$ cat src/rtl/arm_uart_pkg.sv
// rtl/arm_uart_pkg.sv - shared baud table, frame constants and FSM encodings for the arm UART link
package arm_uart_pkg;

  localparam logic [7:0] HDR0        = 8'h55;
  localparam logic [7:0] HDR1        = 8'hAA;
  localparam int         FRAME_BYTES = 10;
  localparam int         DIV_W       = 16;

  typedef enum logic [1:0] {B_IDLE, B_START, B_DATA, B_STOP} byte_state_t;
  typedef enum logic [1:0] {F_HUNT, F_HDR2, F_BODY, F_CHECK} frame_state_t;

  // Rounded 16x divisor; at 50 MHz this gives 325/162/80/53/26.
  function automatic logic [DIV_W-1:0] baud_div(input int clk_hz, input int baud);
    return DIV_W'((clk_hz + 8 * baud) / (16 * baud) - 1);
  endfunction

  function automatic int byte_lsb(input int k, input bit msb_first);
    return msb_first ? (FRAME_BYTES - 1 - k) * 8 : k * 8;
  endfunction

endpackage

$ cat src/rtl/uart_byte_rx.sv
// rtl/uart_byte_rx.sv - synchroniser, 16x sample tick and byte FSM with 3-sample majority vote
module uart_byte_rx
  import arm_uart_pkg::*;
#(
  parameter int CLK_HZ = 50_000_000
) (
  input  logic       i_clk,
  input  logic       i_rst,
  input  logic       i_rx,
  input  logic [2:0] i_baud_set,
  output logic [7:0] o_byte,
  output logic       o_done,
  output logic       o_stop_err,
  output logic       o_busy,
  output logic       o_tick
);

  localparam logic [DIV_W-1:0] DIV_0 = baud_div(CLK_HZ, 9600);
  localparam logic [DIV_W-1:0] DIV_1 = baud_div(CLK_HZ, 19200);
  localparam logic [DIV_W-1:0] DIV_2 = baud_div(CLK_HZ, 38400);
  localparam logic [DIV_W-1:0] DIV_3 = baud_div(CLK_HZ, 57600);
  localparam logic [DIV_W-1:0] DIV_4 = baud_div(CLK_HZ, 115200);

  byte_state_t      r_state, w_state_nxt;
  logic [1:0]       r_sync;
  logic             r_prev;
  logic [DIV_W-1:0] r_div, r_tick_cnt, w_div_sel;
  logic [3:0]       r_smp;
  logic [2:0]       r_bit;
  logic [1:0]       r_votes;
  logic [7:0]       r_shift;
  logic             r_done, r_stop_err;
  logic             w_line, w_fall, w_tick, w_maj, w_done_nxt, w_err_nxt;

  assign w_line = r_sync[1];
  assign w_fall = r_prev & ~w_line;
  assign w_tick = (r_tick_cnt >= r_div);
  // Samples 7 and 8 are stored; sample 9 is the live line value.
  assign w_maj  = (r_votes[1] & r_votes[0]) | (r_votes[1] & w_line) | (r_votes[0] & w_line);

  always_comb begin
    case (i_baud_set)
      3'd0:    w_div_sel = DIV_0;
      3'd1:    w_div_sel = DIV_1;
      3'd2:    w_div_sel = DIV_2;
      3'd3:    w_div_sel = DIV_3;
      default: w_div_sel = DIV_4;
    endcase
  end

  always_comb begin
    w_state_nxt = r_state;
    w_done_nxt  = 1'b0;
    w_err_nxt   = 1'b0;
    case (r_state)
      B_IDLE:  if (w_fall) w_state_nxt = B_START;
      B_START: begin
        if (w_tick && r_smp == 4'd9 && w_maj)  w_state_nxt = B_IDLE;
        else if (w_tick && r_smp == 4'd15)     w_state_nxt = B_DATA;
      end
      B_DATA:  if (w_tick && r_smp == 4'd15 && r_bit == 3'd7) w_state_nxt = B_STOP;
      B_STOP:  begin
        if (w_tick && r_smp == 4'd9) begin
          w_state_nxt = B_IDLE;
          w_done_nxt  = w_maj;
          w_err_nxt   = ~w_maj;
        end
      end
      default: w_state_nxt = B_IDLE;
    endcase
  end

  always_ff @(posedge i_clk or posedge i_rst) begin
    if (i_rst) begin
      r_state    <= B_IDLE;
      r_sync     <= 2'b11;
      r_prev     <= 1'b1;
      r_div      <= DIV_4;
      r_tick_cnt <= '0;
      r_smp      <= '0;
      r_bit      <= '0;
      r_votes    <= '0;
      r_shift    <= '0;
      r_done     <= 1'b0;
      r_stop_err <= 1'b0;
    end else begin
      r_sync     <= {r_sync[0], i_rx};
      r_prev     <= w_line;
      r_state    <= w_state_nxt;
      r_done     <= w_done_nxt;
      r_stop_err <= w_err_nxt;
      if (r_state == B_IDLE) r_div <= w_div_sel;
      if (r_state == B_IDLE && w_fall) begin
        r_tick_cnt <= '0;
        r_smp      <= '0;
        r_bit      <= '0;
      end else if (w_tick) begin
        r_tick_cnt <= '0;
        r_smp      <= r_smp + 4'd1;
        if (r_smp == 4'd7 || r_smp == 4'd8) r_votes <= {r_votes[0], w_line};
        if (r_state == B_DATA && r_smp == 4'd9)  r_shift <= {w_maj, r_shift[7:1]};
        if (r_state == B_DATA && r_smp == 4'd15) r_bit <= r_bit + 3'd1;
      end else begin
        r_tick_cnt <= r_tick_cnt + DIV_W'(1);
      end
    end
  end

  assign o_byte     = r_shift;
  assign o_done     = r_done;
  assign o_stop_err = r_stop_err;
  assign o_busy     = (r_state != B_IDLE);
  assign o_tick     = w_tick;

endmodule

$ cat src/rtl/arm_cmd_uart_rx.sv
// rtl/arm_cmd_uart_rx.sv - arm command frame receiver: header hunt, checksum, timeout, output registers
module arm_cmd_uart_rx
  import arm_uart_pkg::*;
#(
  parameter int CLK_HZ       = 50_000_000,
  parameter int DATA_WIDTH   = 80,
  parameter bit MSB_FIRST    = 1'b1,
  parameter int TIMEOUT_BITS = 40
) (
  input  logic                  Clk,
  input  logic                  Rst,
  input  logic                  uart_rx,
  input  logic [2:0]            Baud_Set_in,
  output logic [DATA_WIDTH-1:0] Frame_Data,
  output logic                  Frame_Valid,
  output logic [7:0]            out_id,
  output logic                  out_cmd,
  output logic                  Frame_Err,
  output logic                  Rx_Done,
  output logic                  uart_state
);

  localparam int TO_TICKS = TIMEOUT_BITS * 16;
  localparam int ID_LSB   = byte_lsb(2, MSB_FIRST);
  localparam int CMD_LSB  = byte_lsb(3, MSB_FIRST);

  logic [7:0] w_byte;
  logic       w_done, w_stop_err, w_busy, w_tick;

  uart_byte_rx #(.CLK_HZ(CLK_HZ)) u_byte_rx (
    .i_clk      (Clk),
    .i_rst      (Rst),
    .i_rx       (uart_rx),
    .i_baud_set (Baud_Set_in),
    .o_byte     (w_byte),
    .o_done     (w_done),
    .o_stop_err (w_stop_err),
    .o_busy     (w_busy),
    .o_tick     (w_tick)
  );

  frame_state_t          r_state, w_state_nxt;
  logic [3:0]            r_cnt, w_cnt_nxt, w_idx;
  logic [7:0]            r_sum, w_sum_nxt;
  logic [DATA_WIDTH-1:0] r_acc, w_acc_nxt, r_frame;
  logic [15:0]           r_to_cnt, w_to_nxt;
  logic [7:0]            r_id;
  logic                  r_cmd, r_valid, r_err;
  logic                  w_store, w_valid_nxt, w_err_nxt;

  always_comb begin
    w_state_nxt = r_state;
    w_cnt_nxt   = r_cnt;
    w_sum_nxt   = r_sum;
    w_acc_nxt   = r_acc;
    w_to_nxt    = '0;
    w_store     = 1'b0;
    w_idx       = '0;
    w_valid_nxt = 1'b0;
    w_err_nxt   = w_stop_err;
    case (r_state)
      F_HUNT: begin
        if (w_done && w_byte == HDR0) begin
          w_store     = 1'b1;
          w_state_nxt = F_HDR2;
        end
      end
      F_HDR2: begin
        if (w_done) begin
          if (w_byte == HDR1) begin
            w_store     = 1'b1;
            w_idx       = 4'd1;
            w_cnt_nxt   = 4'd2;
            w_sum_nxt   = '0;
            w_state_nxt = F_BODY;
          end else if (w_byte == HDR0) begin
            w_store = 1'b1;
          end else begin
            w_state_nxt = F_HUNT;
          end
        end
      end
      F_BODY: begin
        if (w_done) begin
          w_store = 1'b1;
          w_idx   = r_cnt;
          if (r_cnt == 4'd9) begin
            w_valid_nxt = ((~r_sum) == w_byte);
            w_err_nxt   = ((~r_sum) != w_byte);
            w_state_nxt = F_CHECK;
          end else begin
            w_sum_nxt = r_sum + w_byte;
            w_cnt_nxt = r_cnt + 4'd1;
          end
        end
      end
      default: w_state_nxt = F_HUNT;
    endcase

    if (w_store) begin
      for (int k = 0; k < FRAME_BYTES; k++) begin
        if (w_idx == 4'(k)) w_acc_nxt[byte_lsb(k, MSB_FIRST) +: 8] = w_byte;
      end
    end

    // Inter-byte timeout counts sample ticks and restarts on every accepted byte.
    if ((r_state == F_HDR2 || r_state == F_BODY) && !w_done) begin
      w_to_nxt = r_to_cnt;
      if (w_tick) begin
        if (r_to_cnt == 16'(TO_TICKS - 1)) begin
          w_to_nxt    = '0;
          w_err_nxt   = 1'b1;
          w_state_nxt = F_HUNT;
        end else begin
          w_to_nxt = r_to_cnt + 16'd1;
        end
      end
    end

    if (w_stop_err) w_state_nxt = F_HUNT;
  end

  always_ff @(posedge Clk or posedge Rst) begin
    if (Rst) begin
      r_state  <= F_HUNT;
      r_cnt    <= '0;
      r_sum    <= '0;
      r_acc    <= '0;
      r_to_cnt <= '0;
      r_frame  <= '0;
      r_id     <= '0;
      r_cmd    <= 1'b0;
      r_valid  <= 1'b0;
      r_err    <= 1'b0;
    end else begin
      r_state  <= w_state_nxt;
      r_cnt    <= w_cnt_nxt;
      r_sum    <= w_sum_nxt;
      r_acc    <= w_acc_nxt;
      r_to_cnt <= w_to_nxt;
      r_valid  <= w_valid_nxt;
      r_err    <= w_err_nxt;
      if (w_valid_nxt) begin
        r_frame <= w_acc_nxt;
        r_id    <= w_acc_nxt[ID_LSB +: 8];
        r_cmd   <= w_acc_nxt[CMD_LSB];
      end
    end
  end

  assign Frame_Data  = r_frame;
  assign Frame_Valid = r_valid;
  assign out_id      = r_id;
  assign out_cmd     = r_cmd;
  assign Frame_Err   = r_err;
  assign Rx_Done     = w_done;
  assign uart_state  = w_busy | (r_state != F_HUNT);

endmodule

$ cat config.mk
export PLATFORM = sky130hd
export DESIGN_NAME = arm_cmd_uart_rx
export DESIGN_NICKNAME = d
export VERILOG_FILES = /design/src/rtl/arm_uart_pkg.sv /design/src/rtl/uart_byte_rx.sv /design/src/rtl/arm_cmd_uart_rx.sv
export SDC_FILE = /design/constraint.sdc
export NUM_CORES = 1
export LEC_CHECK = 0
export CAP_MARGIN = 20
export CORE_ASPECT_RATIO = 1.5
export CORE_MARGIN = 1
export CORE_UTILIZATION = 51
export DETAILED_ROUTE_END_ITERATION = 6
export MAX_ROUTING_LAYER = met4
export PLACE_DENSITY = 0.75
export SYNTH_ARGS = -nofsm -noshare
export SYNTH_HDL_FRONTEND = slang
export SYNTH_SLANG_ARGS = --single-unit
export TNS_END_PERCENT = 1
$ cat constraint.sdc
create_clock -name Clk -period 24.1 [get_ports Clk]
set_clock_uncertainty 0.15 [all_clocks]
set_input_delay 4.82 -clock Clk [delete_from_list [all_inputs] [get_ports Clk]]
set_output_delay 4.82 -clock Clk [all_outputs]
set_load 0.02 [all_outputs]
# [After elaboration in Yosys (flattened, before gate mapping)]
# Cells that the tools add are included.
[word_totals] reg_bits=257 inputBits=6 output_inout_bits=93 word_cells=174
[classes] add_sub_neg=6 order_cmp=1 n_eq_ne=37 muxes=72 bitwise_logic=11 reduce_logical=26
[op_table] op="$mux 8" count=14
[op_table] op="$mux 16" count=5
[op_table] op="$mux 80" count=1
[op_table] op="$pmux 9 s4" count=1
[op_table] op="$add 16x1->16 const B" count=2
[op_table] op="$mux 2" count=15
[op_table] op="$mux 4" count=7
[op_table] op="$eq 4x4->1 const B" count=6
[op_table] op="$eq 4x3->1 const B" count=5
[op_table] op="$mux 1" count=20
[op_table] op="$eq 16x10->1 const B" count=1
[op_table] op="$ge 16x16->1" count=1
[op_table] op="$pmux 4 s2" count=2
[op_table] op="$pmux 8 s2" count=1
[op_table] op="$ne 2x1->1 const B" count=6
[op_table] op="$reduce_bool 2->1" count=5
[op_table] op="$logic_and 1x1->1" count=9
[op_table] op="$mux 3" count=3
[op_table] op="$add 4x1->4 const B" count=2
[op_table] op="$add 8x8->8" count=1
[op_table] op="$eq 4x2->1 const B" count=2
[op_table] op="$eq 8x7->1 const B" count=1
[op_table] op="$eq 8x8->1" count=1
[op_table] op="$eq 8x8->1 const B" count=1
[op_table] op="other kinds (26)" count=41

# [Logic depth before layout (Yosys ltp)]
# Gate-level depths: netlist of the first run.
[logic_depth] depth_word=9 depth_mapped=10 depth_no_buf=8

# [Cells and area by module]
# Synthesis of the first run repeated with hierarchy kept, for this count alone.
[unflattened] hier_cells=880 area_unflattened_um2=10979.3
[modules_own_cells] mod="arm_cmd_uart_rx" instances=1 cells_each=671 area_each_um2=8667.1 seq_area_each_um2=4804.6
[modules_own_cells] mod="uart_byte_rx" instances=1 cells_each=209 area_each_um2=2312.2 seq_area_each_um2=1208.7

# [Worst setup path before layout of the first run]
# Ideal clock, no wire load.
[synth_path] path_kind="register -> output" start="register with a tool-made name" end="output uart_state" t_arrival_ns=1.030 required_ns=19.130 path_slack_ns=18.100 path_stages_with_launch=4 path_buffers=1 cell_sequence="dfrtp_1 > clkbuf_1 > nor2_1 > nand2_1"
[synth_lines] item="to (decl)" line="arm_cmd_uart_rx.sv:20" rtl="output logic uart_state"

==> flow_summary.ini, run 1 <==
[run_status]
status = completed

[synth]
ys_top_cells_by_area = sky130_fd_sc_hd__dfrtp_1, sky130_fd_sc_hd__mux2_2, sky130_fd_sc_hd__nand2_1, sky130_fd_sc_hd__ha_1, sky130_fd_sc_hd__dfstp_2
synth.lib_cells_used.distinct = 66
post_syn_area_sq_mm = 0.0105
synthFlopType = sky130_fd_sc_hd__dfrtp_1
synth_top_area_share_pct = 55.6
yosys.area.top_type = sky130_fd_sc_hd__dfrtp_1
synth.most_common_cell = sky130_fd_sc_hd__dfrtp_1
ys_warn_count = 0
asyncSetResetFlopFracSynth_pct = 100
yosysSeqAreaShare_pct = 57.1
post_synth.cell_area_avg_sq_um = 11.2
top_cells_by_count_synth = sky130_fd_sc_hd__dfrtp_1, sky130_fd_sc_hd__nand2_1, sky130_fd_sc_hd__mux2_2, sky130_fd_sc_hd__nor2_1, sky130_fd_sc_hd__clkbuf_1
synthesized_flop_and_latch_total = 240
synth_enable_flop_cells = 0
netlist_instances = 938

[placed_design]
gpl.final_weighted_congestion = 0.841
placement.setup.worst_slack_ns = 17.12
placement.io_buffers = 98
dp_hpwl_mm = 14.4

[run]
max_cap_violations = 0

[final_layout]
area_delta_synth_final_pct = 19.1
count_of_nets_after_finishing = 1060
drive_gt1_share_pct = 17.4
nFillCells = 1643
antenna_cells_inserted = 0

[power_and_ir_drop]
power_leakage_uw = 0.00612
peakVddDrop_uv = 63.3
cellPowerDensity_mw_per_mm2 = 72.3

[sta]
final.setup.worst_slack_ns = 17.03
rsz0062_at_grt = false
setup_tns_ns = 0
final-max-slew-violation-count = 0
post-route-period-util_pct = 29.4
max-slew-margin-rel_pct = 28.9
final.hold.worst_slack_ns = 0.207
tightestPinTransition_ns = 1.06
setup_viol_count_final = 0
period_minus_slack_ns = 7.07
fmaxAchievable_mhz = 141
timing.final.hold_violations = 0

[clocking]
cts.repair.resized = 0
clock_sink_count = 240
cts_tree = built
h-tree-depth = 1
cts-hold-fix-buffers = 0
postCtsSetupBuffers = 0
cts_root_buffer = sky130_fd_sc_hd__clkbuf_16
cts_clk_pin_slew_worst_paths_ns = 0.07
cts-buffers-inserted = 24
clkLatencyLatePin_ns = 0.52
clk_path_buf_depth = 3

[drt]
drcViolationCount = 0
route.antenna.remaining_nets = 0
num_vias = 7100
drt-initial-drc-count = 453
routed_wire_length_per_instance_microns = 17.3
drt_wl_total_mm = 22.5
post_drt_via_cell_ratio = 5.44
drt_pre_antenna_iters = 4

[die]
floorplan.rows = 64
chipWidth_microns = 119
die_area_sq_mm = 0.0213
design.portCount = 99
chip_height_microns = 178
floorplan.initialDensity_pct = 51.8
placeableCoreArea_sq_mm = 0.0203

[hold_path]
whs_path_depth = 0
min_path_type = reg2reg
worstHoldStart = u_byte_rx.r_sync[0]
holdPathEnd = u_byte_rx.r_sync[1]

[critical_path]
required_ns = 19.13
worstReg2RegEnd = Frame_Data[45]
r2r_slack_ns = 20.42
setup.worst_path.start_class = flop
timing.reg2reg.worst_path_depth = 8
crit_path_end_kind = output pin
reg2reg_from = r_state[0]
timing_worst_setup_path_type = reg2out
critical_path.slowest_cell = sky130_fd_sc_hd__clkdlybuf4s50_1
cpPeakStageDelay_ns = 0.56
arrival_ns = 2.10
crit_path_max_fanout = 11
path_cells = nor2_1 > nand2_1 > clkdlybuf4s50_1

[grt]
gr_ovfl_total = 0
grt_pass1_wl_mm = 36.9
grt.total_usage_pct = 22.5
grt_pass1_vias = 7315
grt_antenna_before_repair = 0
maximum_number_of_pins_on_one_net_before_global_route_repair = 91
cells by family (layout without fill, tap and decap cells):
family / count (synthesis) / count (layout) / share of synthesized area, %
multiplexers: 115 / 115 / 12.6
flip-flops: 240 / 240 / 57.1
buffers and inverters: 73 / 170 / 3.03
adder cells (fa/ha/maj): 31 / 31 / 3.75
AO/OA/AOI/OAI: 101 / 101 / 6.10
other: 1 / 6 / 0.0356
AND/OR/NAND/NOR: 355 / 355 / 15.6
XOR/XNOR: 22 / 22 / 1.83
final cells by class:
cell class | count | area, sq um | share of cell area, %
clock buffers | 29 | 669 | 5.33
clock inverters | 14 | 178 | 1.42
inverters | 23 | 93.8 | 0.748
multi-input cells | 630 | 4230 | 33.7
flip-flops and latches | 240 | 6010 | 47.9
well taps | 264 | 330 | 2.63
repair buffers | 104 | 1040 | 8.25
per-layer routing:
layer	GRT usage [%]	share of wire, %	vias to the layer above
li1	-	-	3356
met1	26.8	42	3575
met2	40.0	53	134
met3	2.91	3.6	35
met4	6.41	1.7	0
met5	-	0	-
critical path: cells and delay by family (launching register included):
| family | cells | cell delay, ns |
|---|---|---|
| flip-flops | 1 | 0.47 |
| AND/OR/NAND/NOR | 2 | 0.55 |
| buffers and inverters | 1 | 0.56 |
where the power goes:
| part | switching, uW | internal [uW] |
|---|---|---|
| clock network | 161 | 232 |
| registers | 18.6 | 420 |
| logic | 45.3 | 30.0 |
worst max path at each step:
stage / from / end / depth (start not counted)
floorplan: Rst / Frame_Data[0] / 1
global placement: Rst / Frame_Data[75] / 3
detailed placement: Rst / r_acc[72] / 3
CTS: flop / uart_state / 3
global route: flop / uart_state / 3
finish: flop / uart_state / 3
registers in the layout (all words and copies together) (netlist names), 2 cells and up, named ones only:
name and count:
u_byte_rx.r_bit 3, r_to_cnt 16, r_sum 8, r_cnt 4
u_byte_rx.o_byte 8, Frame_Data 80, u_byte_rx.r_votes 2, r_state 2
u_byte_rx.r_tick_cnt 16, u_byte_rx.r_smp 4, r_acc 80, u_byte_rx.r_div 8
u_byte_rx.r_sync 2
stage by stage:
step,util (%),cells,total power [uW],cell area [sq um]
after detailed placement,57.4,1259,522,11700
final,61.7,1304,907,12600
after global placement,57.4,1259,519,11700
after CTS,61.6,1302,916,12500
after floorplan,-,943,500,10600
after global routing,61.7,1304,946,12600
cells in the final DEF (no fill, tap or decap), types with 7 or more instances in the layout:
cell type,instances
sky130_fd_sc_hd__ha_1,30
sky130_fd_sc_hd__nand4_1,12
sky130_fd_sc_hd__nor2_1,36
sky130_fd_sc_hd__nand3_1,21
sky130_fd_sc_hd__mux2_2,105
sky130_fd_sc_hd__xnor2_1,13
sky130_fd_sc_hd__inv_1,22
sky130_fd_sc_hd__clkdlybuf4s50_1,98
sky130_fd_sc_hd__xor2_1,9
sky130_fd_sc_hd__a21oi_1,25
sky130_fd_sc_hd__or3_1,8
sky130_fd_sc_hd__dfrtp_1,234
sky130_fd_sc_hd__and3_1,10
sky130_fd_sc_hd__mux2_4,8
sky130_fd_sc_hd__clkbuf_16,24
sky130_fd_sc_hd__and2_1,7
sky130_fd_sc_hd__nand2_1,212
sky130_fd_sc_hd__o21ai_0,28
sky130_fd_sc_hd__nor2b_1,10
Note: power is estimated with default switching activity, not from simulation.
==> run 2, diff against run 1 <==
clock period = 6.8 ns   (was 24.1 ns; I/O delays follow)
==> flow_summary.ini, run 2 (synthesis results as in run 1) <==
[die]
chipWidth_microns = 119
die_area_sq_mm = 0.0213
placeableCoreArea_sq_mm = 0.0203
design.portCount = 99
chip_height_microns = 178
floorplan.rows = 64
floorplan.initialDensity_pct = 51.8

[hold_path]
min_path_type = reg2reg

[drt]
drt_wl_total_mm = 22.9
post_drt_via_cell_ratio = 5.50
drt_pre_antenna_iters = 7
drcViolationCount = 0
num_vias = 7160
drt-initial-drc-count = 462
route.antenna.remaining_nets = 0
routed_wire_length_per_instance_microns = 17.6

[final_layout]
count_of_nets_after_finishing = 1059
layout.cell_area.non_filler_sq_mm = 0.0126
area_delta_synth_final_pct = 19.5
nFillCells = 1642
layout.cells.most_common = sky130_fd_sc_hd__dfrtp_1
instances_no_fill = 1303
drive_gt1_share_pct = 17.2
most_frequent_cells_in_the_layout = sky130_fd_sc_hd__dfrtp_1, sky130_fd_sc_hd__nand2_1, sky130_fd_sc_hd__mux2_2
antenna_cells_inserted = 0

[power_and_ir_drop]
comb_power_share_pct = 8.2
cellPowerDensity_mw_per_mm2 = 260
intPower_uw = 2500
power_leakage_uw = 0.00614
switching_power_uw = 773
design_power_total_uw = 3280
switching_share_pct = 23.6
sequentialPowerShare_pct = 47.6
peakVddDrop_uv = 218
clockPowerShare_pct = 44.2

[critical_path]
timing_worst_setup_path_type = reg2out
crit_path_end_kind = output pin
r2r_slack_ns = 3.35
critPathBufInv = 1
required_ns = 5.29
setup.worst_path.start_class = flop
crit_path_max_fanout = 11
cpPeakStageDelay_ns = 0.55
arrival_ns = 2.08
critical_path.top_delay_family = simple AND/OR/NAND/NOR gates
path_cells = nor2_1 > nand2_1 > clkdlybuf4s50_1
critical_path.slowest_cell = sky130_fd_sc_hd__clkdlybuf4s50_1

[clocking]
postCtsSetupBuffers = 0
clock_sink_count = 240
clk_path_buf_depth = 3
cts_clk_pin_slew_worst_paths_ns = 0.06
cts-buffers-inserted = 23
cts.repair.resized = 0
cts_tree = built
cts_root_buffer = sky130_fd_sc_hd__clkbuf_16
h-tree-depth = 1
clkLatencyLatePin_ns = 0.52
cts-hold-fix-buffers = 0

[placed_design]
gpl.final_weighted_congestion = 0.884
place_area_sq_mm = 0.0117
placement.io_buffers = 98
dp_hpwl_mm = 15.0
numPlacedInstances = 1260

[grt]
use_met3_pct = 2.56
grt_pass1_wl_mm = 37.8
maximum_number_of_pins_on_one_net_before_global_route_repair = 126
gr_ovfl_total = 0
global_route.peak_usage_layer = met2
grt_pass1_vias = 7489
grt.total_usage_pct = 23.2
grt.met2_usage_pct = 39.9
grt_antenna_before_repair = 0
use_met1_pct = 27.6

[sta]
post-route-period-util_pct = 52.8
fmaxAchievable_mhz = 278
final-max-slew-violation-count = 0
setup_viol_count_final = 0
timing.final.hold_violations = 0
period_minus_slack_ns = 3.59
rsz0062_at_grt = false
final.hold.worst_slack_ns = 0.205
tightestPinTransition_ns = 1.06
setup_tns_ns = 0
max-slew-margin-rel_pct = 28.8

[run_status]
status = completed

[run]
max_cap_violations = 0
-- run 2: worst paths after layout --
check	from	end	depth (start not counted)
max	flop	uart_state	3
min	u_byte_rx.r_sync[0]	u_byte_rx.r_sync[1]	0
max reg2reg	r_state[0]	Frame_Data[44]	8
min reg2reg	u_byte_rx.r_sync[0]	u_byte_rx.r_sync[1]	0
max in group asynchronous	Rst	r_acc[78]	3
min in group asynchronous	Rst	Frame_Data[39]	2
-- run 2: routing by layer --
metal / share of wire, % / vias up
li1: - / 3351
met1: 41 / 3602
met2: 52 / 140
met3: 3.2 / 67
met4: 3.6 / 0
met5: 0 / -
-- run 2: cell type report --
| cell class | count | area, sq um | share of cell area (%) |
|---|---|---|---|
| Timing Repair Buffer | 104 | 1050 | 8.33 |
| Clock buffer | 29 | 648 | 5.15 |
| Tap cell | 264 | 330 | 2.62 |
| Sequential cell | 240 | 6010 | 47.8 |
| Inverter | 23 | 90.1 | 0.716 |
| Clock inverter | 13 | 226 | 1.80 |
| Multi-Input combinational cell | 630 | 4230 | 33.6 |
-- run 2: power groups by stage --
stage / Combinational, uW / Sequential, uW / Clock [uW]
floorplan: 224 / 1550 / 0
global placement: 264 / 1580 / 0
detailed placement: 270 / 1590 / 0
CTS: 272 / 1560 / 1480
global route: 311 / 1570 / 1530
finish: 268 / 1560 / 1450
-- run 2: per-stage QoR --
stage	setup slack, ns	utilization, %
6_report	3.21	61.9
3_3_place_gp	3.45	57.6
2_1_floorplan	2.15	-
5_1_grt	3.11	61.9
4_1_cts	3.22	61.9
3_5_place_dp	3.36	57.6
